File: src/rtl/isa_pkg.sv
// isa_pkg: shared IITB-RISC widths, pc register index and LM/SM sequencer state encoding
package isa_pkg;
  localparam int DATA_W = 16;
  localparam int ADDR_W = 16;
  localparam int NREG = 8;
  localparam int REG_AW = 3;
  localparam logic [REG_AW-1:0] REG_PC = 3'd7;
  typedef enum logic [1:0] {S_IDLE = 2'd0, S_XFER = 2'd1, S_DONE = 2'd2} seq_state_e;
endpackage

File: src/rtl/lsb_prienc.sv
// lsb_prienc: index of the lowest set bit of mask, valid when mask is nonzero
module lsb_prienc
  import isa_pkg::*;
(
  input  logic [NREG-1:0]   mask,
  output logic [REG_AW-1:0] idx,
  output logic              valid
);
  always_comb begin
    idx = '0;
    for (int i = NREG - 1; i >= 0; i--) idx = mask[i] ? REG_AW'(i) : idx;
  end
  assign valid = |mask;
endmodule

File: src/rtl/lm_sm_sequencer.sv
// lm_sm_sequencer: walks an LM/SM register list, one reg_bank/memory transfer per handshake
module lm_sm_sequencer
  import isa_pkg::*;
(
  input  logic              clk,
  input  logic              rst_n,
  input  logic              start,
  input  logic              is_store,
  input  logic [ADDR_W-1:0] base_addr,
  input  logic [NREG-1:0]   reg_list,
  input  logic              mem_ready,
  input  logic [DATA_W-1:0] mem_rd_data,
  input  logic [DATA_W-1:0] rd_data,
  output logic [REG_AW-1:0] rd_addr,
  output logic              reg_write,
  output logic [REG_AW-1:0] wr_add,
  output logic [DATA_W-1:0] wr_data,
  output logic [ADDR_W-1:0] mem_addr,
  output logic              mem_rd,
  output logic              mem_wr,
  output logic [DATA_W-1:0] mem_wr_data,
  output logic              busy,
  output logic              done
);
  seq_state_e        state_q, state_d;
  logic [NREG-1:0]   mask_q, mask_d, lm_list;
  logic [ADDR_W-1:0] addr_q, addr_d;
  logic              store_q, store_d, valid, xfer;
  logic [REG_AW-1:0] idx;
  lsb_prienc u_enc (.mask(mask_q), .idx(idx), .valid(valid));
  assign xfer = (state_q == S_XFER) && valid;
  assign lm_list = is_store ? reg_list : reg_list & ~(NREG'(1) << REG_PC);
  always_comb begin
    state_d = state_q;
    mask_d = mask_q;
    addr_d = addr_q;
    store_d = store_q;
    if (state_q == S_IDLE && start) begin
      store_d = is_store;
      addr_d = base_addr;
      mask_d = lm_list;
      state_d = |lm_list ? S_XFER : S_DONE;
    end else if (xfer && mem_ready) begin
      mask_d = mask_q & (mask_q - 1'b1);
      addr_d = addr_q + 1'b1;
      state_d = |mask_d ? S_XFER : S_DONE;
    end else if (state_q != S_IDLE && !xfer) begin
      state_d = state_q == S_DONE ? S_IDLE : S_DONE;
    end
  end
  always_ff @(posedge clk or negedge rst_n) begin
    if (!rst_n) begin
      state_q <= S_IDLE;
      mask_q <= '0;
      addr_q <= '0;
      store_q <= 1'b0;
    end else begin
      state_q <= state_d;
      mask_q <= mask_d;
      addr_q <= addr_d;
      store_q <= store_d;
    end
  end
  assign mem_rd = xfer & ~store_q;
  assign mem_wr = xfer & store_q;
  assign mem_addr = xfer ? addr_q : '0;
  assign rd_addr = xfer ? idx : '0;
  assign mem_wr_data = mem_wr ? rd_data : '0;
  assign reg_write = mem_rd & mem_ready;
  assign wr_add = reg_write ? idx : '0;
  assign wr_data = reg_write ? mem_rd_data : '0;
  assign busy = state_q != S_IDLE;
  assign done = state_q == S_DONE;
endmodule

File: config.mk
export PLATFORM = sky130hd
export DESIGN_NAME = lm_sm_sequencer
export DESIGN_NICKNAME = d
export VERILOG_FILES = /design/src/rtl/isa_pkg.sv /design/src/rtl/lsb_prienc.sv /design/src/rtl/lm_sm_sequencer.sv
export SDC_FILE = /design/constraint.sdc
export NUM_CORES = 1
export LEC_CHECK = 0
export CAP_MARGIN = 25
export CELL_PAD_IN_SITES_DETAIL_PLACEMENT = 0
export CELL_PAD_IN_SITES_GLOBAL_PLACEMENT = 1
export CORE_MARGIN = 3
export CORE_UTILIZATION = 27
export DETAILED_ROUTE_END_ITERATION = 7
export PLACE_DENSITY = 0.93
export SLEW_MARGIN = 30
export SYNTH_ARGS = -nofsm -noshare
export SYNTH_HDL_FRONTEND = slang
export SYNTH_SLANG_ARGS = --single-unit
File: constraint.sdc
create_clock -name clk -period 5.4 [get_ports clk]
set_clock_uncertainty 0.2 [all_clocks]
set_input_delay 0.54 -clock clk [delete_from_list [all_inputs] [get_ports clk]]
set_output_delay 0.54 -clock clk [all_outputs]
set_load 0.005 [all_outputs]
=== Word-level counts from Yosys, hierarchy flattened ===
Index checks and enable logic that the tools add are counted.

* Register bits: 27
* Output and inout bits: 59

* Add/sub/neg operators: 2
* Equality and inequality tests: 2
* Muxes and demuxes: 24
* Bitwise operators: 5
* Reduce and logical (&&, ||, !) cells: 12

{| class="wikitable"
|+ Operators by type and width
! operator !! count
|-
| $mux W16 || 5
|-
| $mux W3 || 10
|-
| $mux W8 || 3
|-
| $reduce_or A8 Y1 || 3
|-
| $add A16 B1 Y16 const B || 1
|-
| $mux W2 || 6
|-
| $and A8 B8 Y8 || 1
|-
| $sub A8 B1 Y8 const B || 1
|-
| $logic_and A1 B1 Y1 || 4
|-
| $reduce_bool A2 Y1 || 2
|-
| $and A1 B1 Y1 || 3
|-
| $reduce_bool A3 Y1 || 1
|-
| $eq A2 B1 Y1 const B || 1
|-
| $eq A2 B2 Y1 const B || 1
|-
| $logic_not A2 Y1 || 1
|-
| $logic_not A1 Y1 || 1
|-
| $not A1 Y1 || 1
|}

=== Logic depth before layout (Yosys ltp) ===
Gate-level depths: netlist of run 1.

* Depth after elaboration: 9
* Gate-level depth with buffers: 7

=== Hierarchy ===
From an unflattened synthesis of run 1, not the netlist that was laid out.

* Cell total of the unflattened synthesis: 245
* Area total of the unflattened synthesis: 1965.6 um^2

{| class="wikitable"
|+ Modules (own cells, without submodules)
! module !! instances !! cells an instance !! area each (um^2) !! sequential area each (um^2)
|-
| lm_sm_sequencer || 1 || 232 || 1884.3 || 675.6
|-
| lsb_prienc || 1 || 13 || 81.3 || 0.0
|}

=== Worst setup path after synthesis of run 1 ===
Ideal clock, no wire load.

* Path type: register to output
* From: register mask_q[4]
* To: output port wr_data[10]
* Data arrival time: 1867 ps
* Required time: 4660 ps
* Slack: 2793 ps
* Stages on the path, launching flop included: 8
* Buffers on the path: 3
* Cells stage by stage: dfrtp_1 -> clkbuf_1 -> nor4_2 -> a21o_1 -> buf_2 -> nor2_1 -> clkbuf_1 -> and2_1

* Word-level cells in the longest chain between the ends: 5

{| class="wikitable"
|+ RTL lines
! item !! RTL line !! text
|-
| start, declared || lm_sm_sequencer.sv:26 || <nowiki>logic [NREG-1:0] mask_q, mask_d, lm_list;</nowiki>
|-
| start signal, assigned || lm_sm_sequencer.sv:59 || <nowiki>mask_q <= mask_d;</nowiki>
|-
| $reduce_or A8 Y1 || lsb_prienc.sv:13 || <nowiki>assign valid = |mask;</nowiki>
|-
| $logic_and A1 B1 Y1 || lm_sm_sequencer.sv:31 || <nowiki>assign xfer = (state_q == S_XFER) && valid;</nowiki>
|-
| $and A1 B1 Y1 || lm_sm_sequencer.sv:64 || <nowiki>assign mem_rd = xfer & ~store_q;</nowiki>
|-
| $and A1 B1 Y1 || lm_sm_sequencer.sv:69 || <nowiki>assign reg_write = mem_rd & mem_ready;</nowiki>
|-
| net reg_write || lm_sm_sequencer.sv:15 || <nowiki>output logic reg_write,</nowiki>
|-
| $mux W16 || lm_sm_sequencer.sv:71 || <nowiki>assign wr_data = reg_write ? mem_rd_data : '0;</nowiki>
|-
| end, declared || lm_sm_sequencer.sv:17 || <nowiki>output logic [DATA_W-1:0] wr_data,</nowiki>
|}

The timed path passes the listed nets, and every way through them passes these cells.

=== Worst setup path in the final report of run 1 ===
* From: input port mem_ready
* To: output port wr_data[8]

* Word-level cells in the longest chain between the ends: 2

{| class="wikitable"
|+ RTL lines
! item !! RTL line !! text
|-
| start, declared || lm_sm_sequencer.sv:11 || <nowiki>input logic mem_ready,</nowiki>
|-
| $and A1 B1 Y1 || lm_sm_sequencer.sv:69 ||
|-
| $mux W16 || lm_sm_sequencer.sv:71 ||
|}

No other way between the ends.

==> results of run 1 <==
## layout make-up
class                   instances  area, µm²  share of cell area
clock buffers                   3      41.29             0.01280
clock inverters                 1      5.005            0.001551
inverters                       4      15.01            0.004653
multi-input cells             190       1164              0.3606
flip-flops and latches         27      675.6              0.2094
well taps                      96      120.1             0.03722
repair buffers                121       1206              0.3738
## flip-flops by register name, summed over array words and instances, names as in the netlist
register	flops
addr_q	16
mask_q	8
state_q	2
store_q	1
## Yosys cell counts (2+ instances only)
master	count
o21ai_0	22
nor4_2	2
nor2b_1	4
xnor2_1	3
and2_1	34
nor4_1	2
nand3_1	8
o31ai_1	2
nor3_1	6
dfrtp_1	27
o21bai_1	2
inv_1	4
clkbuf_1	12
nand2_1	34
nand4_1	4
xor2_1	12
buf_2	2
nor2_1	6
and3_1	20
a21oi_1	5
and4_1	4
## critical path, stage by stage
cell and delay (ps):
clkdlybuf4s50_1 520, nand3b_1 280, a21o_1 360, nor2_1 560, and2_1 220, clkdlybuf4s50_1 500
## logic make-up after synthesis
kind of cell,synth area share
fa+ha+maj,0.01763
mux,0.005226
compound gates,0.1385
simple gates,0.3749
flops,0.3527
buf+inv,0.04245
xor+xnor,0.06858
## layer usage
metal	vias up	share of wire	GRT usage
met4	0	0.0039	0.03444
met1	989	0.46	0.1967
met2	93	0.47	0.2564
met3	2	0.065	0.02845
met5	-	0	0
li1	1041	-	-
## stage by stage
step	hold slack, ps	util	cell area (µm²)	cells
6_report	418.6	0.4723	3227	442
5_1_grt	434.8	0.4723	3227	442
4_1_cts	427.2	0.4723	3227	442
3_5_place_dp	403.2	0.4656	3181	438
3_3_place_gp	371.8	0.4654	3179	438
2_1_floorplan	44.41	-	1916	236
## where the power goes
group          internal, mW  total [mW]  switching (mW)  leakage (nW)
clock network        0.0519       0.122          0.0698        0.0255
logic                 0.357       0.645           0.288         0.921
registers             0.297       0.446           0.149         0.334
total                 0.706        1.21           0.507          1.28
## worst min-delay path by stage
stage	to	cells after the start	start
CTS	addr_q[15]	2	addr_q[15]
finish	mask_q[2]	2	rst_n
global route	addr_q[15]	2	addr_q[15]
detailed placement	addr_q[15]	2	addr_q[15]
global placement	addr_q[15]	2	addr_q[15]
floorplan	addr_q[0]	0	rst_n
==> results.py, run 1 <==
metrics = {
    "floorplan": {
        "initial_core_util": 0.2804,
        "rows": 30,
        "core_um2": 6832,
        "dieArea_um2": 8141,
        "die_h_um": 90.23,
        "io_pins": 120,
        "die_x_um": 90.23,
    },
    "sta": {
        "timing.final.crit_share": 0.6900,
        "final-setup-viol-count": 0,
        "max_freq_mhz": 268.4,
        "rsz0062_at_grt": "false",
        "tightest_slew_ps": 787.6,
        "layout_setup_ws_ps": 1674,
        "relSlewSlack": 0.4706,
        "final-max-slew-violation-count": 0,
        "finalHoldViolations": 0,
        "fin_setup_tns_ps": 0,
        "period_minus_slack_ps": 3726,
    },
    "setup_path": {
        "end_kind": "output port",
        "path_class": "in2out",
        "r2r_start": "mask_q[4]",
        "startpoint_type": "input pin",
        "cp-endpoint": "wr_data[8]",
        "crit_required_ps": 4660,
        "r2r_cells": 5,
        "r2r_end": "state_q[1]",
        "setup.worst_path.start": "mem_ready",
        "r2r_setup_slack_ps": 3030,
        "arrival_ps": 2990,
        "cp_max_fo": 17,
    },
    "clocking": {
        "cts_tree": "built",
        "cts_buffer_depth": 2,
        "path_clk_slew_ps": 110,
        "clk_latency_ps": 280,
        "cts-htree-levels": 1,
        "cts_made_buffers": 3,
        "cts_hold_buf": 0,
        "post_cts_buffers": 0,
        "cts-root-buf": "clkbuf_8",
        "cts_sinks": 27,
        "ctsResizeCount": 0,
    },
    "cells_and_area": {
        "drive_above_1_share": 0.04624,
        "final_common_cell": "clkdlybuf4s50_1",
        "synthToLayoutAreaGrowth_pct": 68.45,
        "fillers": 698,
        "antenna_cells": 0,
        "mostFrequentLayoutCells": "clkdlybuf4s50_1 (119), and2_1 (34), nand2_1 (34)",
        "num-nets-final": 409,
    },
    "place": {
        "dp_hpwl_mm": 4.858,
        "io_buffer_count": 119,
        "place_congestion": 0.8094,
        "pre_cts_ws_ps": 1679,
    },
    "detailed_routing": {
        "postRouteAntennaNets": 0,
        "postRouteWirelength_mm": 6.161,
        "wire_per_inst_um": 13.94,
        "firstDrtPassIters": 4,
        "viasPerCell": 4.808,
        "vias": 2125,
        "drc_errors": 0,
        "detail_route.iter0.violations": 91,
    },
    "logic_synthesis": {
        "yosys_warnings": 0,
        "yosysTopAreaCell": "dfrtp_1",
        "synth.cell_area_um2": 1916,
        "synth.avg_cell_area_um2": 8.117,
        "synth_cells": 236,
        "synthTopCellsByArea": "dfrtp_1 (35%), and2_1 (11%), nand2_1 (6.7%), and3_1 (6.5%), o21ai_0 (5.7%)",
        "synth_cell_type_count": 42,
        "syn_nets": 298,
        "ys_seq_area_frac": 0.3527,
        "synthArstFlopShare": 1.000,
        "synth_top_cell_area_share": 0.3527,
        "synth_edf_count": 0,
        "ys_ff_latch": 27,
        "synth-main-ff-cell": "dfrtp_1",
    },
    "min_path": {
        "hold_class": "in2async",
    },
    "global_routing": {
        "overflow": 0,
        "grt_pass1_wl_mm": 10.13,
        "antenna_found_initial": 0,
        "grt_max_degree": 41,
        "grt_pass1_vias": 2035,
        "grt_util_all_layers": 0.1503,
    },
    "status": {
        "status": "finished clean",
    },
    "power_and_ir_drop": {
        "leakage_nw": 1.280,
        "ir_drop_mv": 0.1774,
        "p_total_mw": 1.213,
        "power_density_nw_per_um2": 375.8,
    },
    "flow_run": {
        "maxCapViolCount": 0,
    },
}
Note: power is estimated with default switching activity, not from simulation.
==> run 2, diff against run 1 <==
- CORE_UTILIZATION: 27 -> 23
- PLACE_DENSITY: 0.93 -> 0.85
- clock period: 5.4 -> 3.2 ns (I/O delays scaled with it)
==> run 2 against run 1 <==
  * Die area rose by 16%
  * Cell area rose by 2.1%
  * Largest cell class unchanged
  * First-iteration DRC count is 38% higher
  * Combinational power increased by 81%
  * Total power up 75%
  * Sequential share of layout area is 0.43 points lower
==> results.py, run 2 (same netlist as run 1, synthesis figures left out) <==
metrics = {
    "status": {
        "status": "finished clean",
    },
    "setup_path": {
        "path_class": "reg2out",
        "crit_required_ps": 2680,
        "r2r_end": "mask_q[7]",
        "r2r_setup_slack_ps": 850,
        "arrival_ps": 2440,
        "r2r_cells": 5,
        "startpoint_type": "flip-flop",
        "r2r_start": "mask_q[0]",
        "cp-endpoint": "mem_wr_data[7]",
        "cp_max_fo": 28,
        "end_kind": "output port",
        "setup.worst_path.start": "mask_q[4]",
    },
    "floorplan": {
        "die_h_um": 97.26,
        "rows": 32,
        "die_x_um": 97.26,
        "dieArea_um2": 9460,
        "initial_core_util": 0.2429,
        "core_um2": 7888,
        "io_pins": 120,
    },
    "detailed_routing": {
        "viasPerCell": 4.719,
        "postRouteWirelength_mm": 6.463,
        "firstDrtPassIters": 4,
        "wire_per_inst_um": 14.30,
        "vias": 2133,
        "detail_route.iter0.violations": 126,
        "postRouteAntennaNets": 0,
        "drc_errors": 0,
    },
    "clocking": {
        "cts_tree": "built",
        "path_clk_slew_ps": 100,
        "cts_buffer_depth": 2,
        "clk_latency_ps": 280,
        "cts-htree-levels": 1,
        "post_cts_buffers": 0,
        "cts_sinks": 27,
        "cts_made_buffers": 3,
        "cts-root-buf": "clkbuf_8",
    },
    "power_and_ir_drop": {
        "leakage_nw": 1.303,
        "power_density_nw_per_um2": 642.4,
        "ir_drop_mv": 0.2234,
    },
    "sta": {
        "rsz0062_at_grt": "false",
        "finalHoldViolations": 0,
        "timing.final.crit_share": 0.9249,
        "max_freq_mhz": 337.9,
        "period_minus_slack_ps": 2960,
        "final-setup-viol-count": 0,
        "fin_setup_tns_ps": 0,
        "layout_setup_ws_ps": 240.3,
        "tightest_slew_ps": 682.3,
        "relSlewSlack": 0.5442,
        "final-max-slew-violation-count": 0,
        "whs_ps": 214.6,
    },
    "cells_and_area": {
        "drive_above_1_share": 0.05429,
        "fin_cells": 452,
        "register_area_um2": 675.6,
        "synthToLayoutAreaGrowth_pct": 71.98,
        "fillers": 810,
        "regMostFlops": "addr_q",
        "final_common_cell": "clkdlybuf4s50_1",
        "reg.largest.list": "addr_q x16, mask_q x8, state_q x2",
        "largest_reg_flops": 16,
        "antenna_cells": 0,
        "mostFrequentLayoutCells": "clkdlybuf4s50_1 (119), and2_1 (34), nand2_1 (34)",
        "multiInputGateArea_um2": 1182,
        "num-nets-final": 413,
    },
    "global_routing": {
        "grt_pass1_vias": 2004,
        "grtUsageMet2": 0.2224,
        "grt_most_used_layer": "met2",
        "grtUsageMet3": 0.02584,
        "overflow": 0,
        "met1_usage": 0.1820,
        "antenna_found_initial": 0,
        "grt_max_degree": 41,
        "grt_pass1_wl_mm": 10.46,
        "grt_util_all_layers": 0.1342,
    },
    "place": {
        "dp_cells": 448,
        "pre_cts_ws_ps": 210.3,
        "place_congestion": 0.9048,
        "io_buffer_count": 119,
        "dp_hpwl_mm": 5.115,
    },
    "flow_run": {
        "maxCapViolCount": 0,
    },
    "min_path": {
        "hold_class": "in2async",
    },
}
[run 2: how the worst min path moves through the flow]
| stage | to | cells past startpoint |
|---|---|---|
| after global routing | addr_q[9] | 2 |
| after floorplan | addr_q[0] | 0 |
| after CTS | addr_q[9] | 2 |
| after detailed placement | addr_q[15] | 2 |
| after global placement | addr_q[15] | 2 |
| final | addr_q[5] | 2 |
[run 2: worst max-delay path: stages, from the launching register on]
cell,delay [ps]
dfrtp_1,500
nor4_4,560
a21oi_2,240
buf_12,220
and3_1,180
clkdlybuf4s50_1,450
[run 2: layer usage]
layer	vias up	wire (µm)
met5	-	0
met4	0	42
met3	4	510
met2	105	3014
met1	971	2895
li1	1053	-
[run 2: where the power goes]
part	internal (mW)	leakage, nW	switching [mW]
logic	0.648	0.947	0.525
clock network	0.0894	0.0228	0.110
registers	0.502	0.334	0.242
total	1.24	1.30	0.877
[run 2: final cells by class]
class                   instances  area share
flip-flops and latches         27      0.2051
inverters                       4    0.004558
repair buffers                125      0.3790
well taps                     102     0.03874
multi-input cells             190      0.3589
clock buffers                   4     0.01367
[run 2: stage by stage]
stage	instance area [µm²]	util	power [mW]
2_1_floorplan	1916	-	1.320
3_3_place_gp	3229	0.4094	1.888
3_5_place_dp	3229	0.4094	1.905
4_1_cts	3283	0.4162	2.122
5_1_grt	3294	0.4177	2.313
6_report	3294	0.4177	2.116
[run 2: what timing repair did]
action	in CTS	in global routing
setup endpoints to repair	23	43
resized for setup	1	2
hold buffers	0	0
==> RTL change: new RTL, config.mk and constraints of run 2 <==
`ADDR_W`: 16 -> 14.
--- a/src/rtl/isa_pkg.sv
+++ b/src/rtl/isa_pkg.sv
@@ -1,7 +1,7 @@
 // isa_pkg: shared IITB-RISC widths, pc register index and LM/SM sequencer state encoding
 package isa_pkg;
   localparam int DATA_W = 16;
-  localparam int ADDR_W = 16;
+  localparam int ADDR_W = 14;
   localparam int NREG = 8;
   localparam int REG_AW = 3;
   localparam logic [REG_AW-1:0] REG_PC = 3'd7;
Interface: changed (resized base_addr and mem_addr); port bits go from 120 to 116. No check against the original RTL was run, so the function may have changed too.
==> RTL change against run 2 <==
Setup slack worse by 0.037 ns. Synthesized area rose by 3.1%. Sequential cell count down 2. Design area down 1.5%. Routed wire length down 2.4%. Via count is 0.61% higher. Critical path depth increased by 1. Power is 9.1% higher.
==> RTL change: results (changes against run 2) <==
- Run status: finished, final reports clean (unchanged).
- The capturing instance or port of the critical path is mem_wr_data[2] (was mem_wr_data[7]).
- The post-layout net count is 406 (was 413).
- The standard cell area after detailed placement is 0.00320 sq mm (was 0.00323 sq mm).
- The post-detailed-route wirelength per cell is 14.0 um (was 14.3 um).
- The delay of the slowest cell on the worst path is 0.66 ns (was 0.56 ns).
- The maximum number of pins on one net before global-route repair is 31 (was 41).
- The total net switching power was 981 uW (was 877 uW).
- The number of buffers inserted by port buffering is 115 (was 119).
- The mean post-synth cell area is 8.30 sq um (was 8.12 sq um).
- The per-cell via count in the routed design is 4.77 (was 4.72).
- The detailed router's first-iteration violation count is 127 (was 126).
- The sequential fraction of the synthesis area was 31.7% (was 35.3%).
- The number of global-route vias before repair is 2048 (was 2004).
- The post-DP HPWL is 5.14 mm (was 5.12 mm).
- The total wire length is 6.31 mm (was 6.46 mm).
- The total of cells resized after clock tree synthesis came to 0 (was 1).
- The end of the worst register-to-register path is mask_q[6]$_DFFE_PN0P_ (was mask_q[7]$_DFFE_PN0P_).
- The transition at the pin with the smallest max-transition slack is 0.607 ns (was 0.682 ns).
- The register-to-register path setup slack came to 1.00 ns (was 0.85 ns).
- The wire length of the first global-routing pass is 10.2 mm (was 10.5 mm).
- The global routing usage summed across all routing layers is 12.7% (was 13.4%).
- The worst path arrival time is 2.48 ns (was 2.44 ns).
- The final weighted congestion in routability-driven placement was 0.848 (was 0.905).
- Largest registers: addr_q: 14 flops, mask_q: 8 flops, state_q: 2 flops (was addr_q: 16 flops, mask_q: 8 flops, state_q: 2 flops).
- The path depth of the worst reg2reg path is 4 (was 5).
- Synth cell count leaders: 26 x sky130_fd_sc_hd__nand2_1, 25 x sky130_fd_sc_hd__dfrtp_1, 19 x sky130_fd_sc_hd__and2_1, 18 x sky130_fd_sc_hd__and3_1, 18 x sky130_fd_sc_hd__nor2_1 (was 34 x sky130_fd_sc_hd__and2_1, 34 x sky130_fd_sc_hd__nand2_1, 27 x sky130_fd_sc_hd__dfrtp_1, 22 x sky130_fd_sc_hd__o21ai_0, 20 x sky130_fd_sc_hd__and3_1).
- The number of different library cells in the post-synthesis netlist was 57 (was 42).
- The cell total after placement is 446 (was 448).
- The origin of the worst setup path is mask_q[0]$_DFFE_PN0P_ (was mask_q[4]$_DFFE_PN0P_).
RTL change: worst min path at each step:
stage | to | start | slack [ns]
2_1_floorplan | addr_q[0]$_DFFE_PN0P_ | rst_n | -0.18
3_3_place_gp | addr_q[13]$_DFFE_PN0P_ | addr_q[13]$_DFFE_PN0P_ | 0.36
3_5_place_dp | addr_q[12]$_DFFE_PN0P_ | addr_q[12]$_DFFE_PN0P_ | 0.36
4_1_cts | addr_q[11]$_DFFE_PN0P_ | rst_n | 0.21
5_1_grt | addr_q[11]$_DFFE_PN0P_ | rst_n | 0.24
6_report | addr_q[11]$_DFFE_PN0P_ | rst_n | 0.20
RTL change: kinds of logic after synthesis:
family | Yosys count | share of synthesized area (%)
AO/OA/AOI/OAI | 50 | 18.6
XOR/XNOR | 4 | 1.77
flip-flops | 25 | 31.7
multiplexers | 2 | 1.01
AND/OR/NAND/NOR | 130 | 38.8
buffers and inverters | 24 | 6.40
adder cells (fa/ha/maj) | 3 | 1.65
RTL change: area by class of cell:
cell class,count,area [sq um],share of cell area [%]
clock buffers,3,41.3,1.27
repair buffers,120,1190,36.6
flip-flops and latches,25,626,19.3
well taps,105,131,4.05
inverters,7,28.8,0.887
clock inverters,1,7.51,0.231
multi-input cells,189,1220,37.7
RTL change: layer usage:
layer | vias to the layer above | global-route usage, % | share of wire, %
met2 | 111 | 21.2 | 45
met4 | 0 | 2.00 | 0.76
met5 | - | 0 | 0
met1 | 962 | 17.2 | 46
li1 | 1069 | - | -
met3 | 4 | 2.55 | 7.9
RTL change: power groups by stage:
| stage | sequential [mW] | clock [mW] | combinational [mW] |
|---|---|---|---|
| floorplan | 0.590 | 0 | 0.913 |
| global placement | 0.685 | 0 | 1.43 |
| detailed placement | 0.689 | 0 | 1.44 |
| CTS | 0.683 | 0.202 | 1.45 |
| global route | 0.719 | 0.213 | 1.58 |
| finish | 0.686 | 0.196 | 1.43 |
RTL change: metrics by stage:
step	utilization [%]	power, mW	hold slack, ns	worst slack, ns
floorplan	-	1.50	-0.176	0.994
global route	39.3	2.52	0.237	0.0960
global placement	38.7	2.12	0.356	0.532
finish	39.3	2.31	0.198	0.204
CTS	39.3	2.33	0.213	0.208
detailed placement	38.7	2.13	0.363	0.510
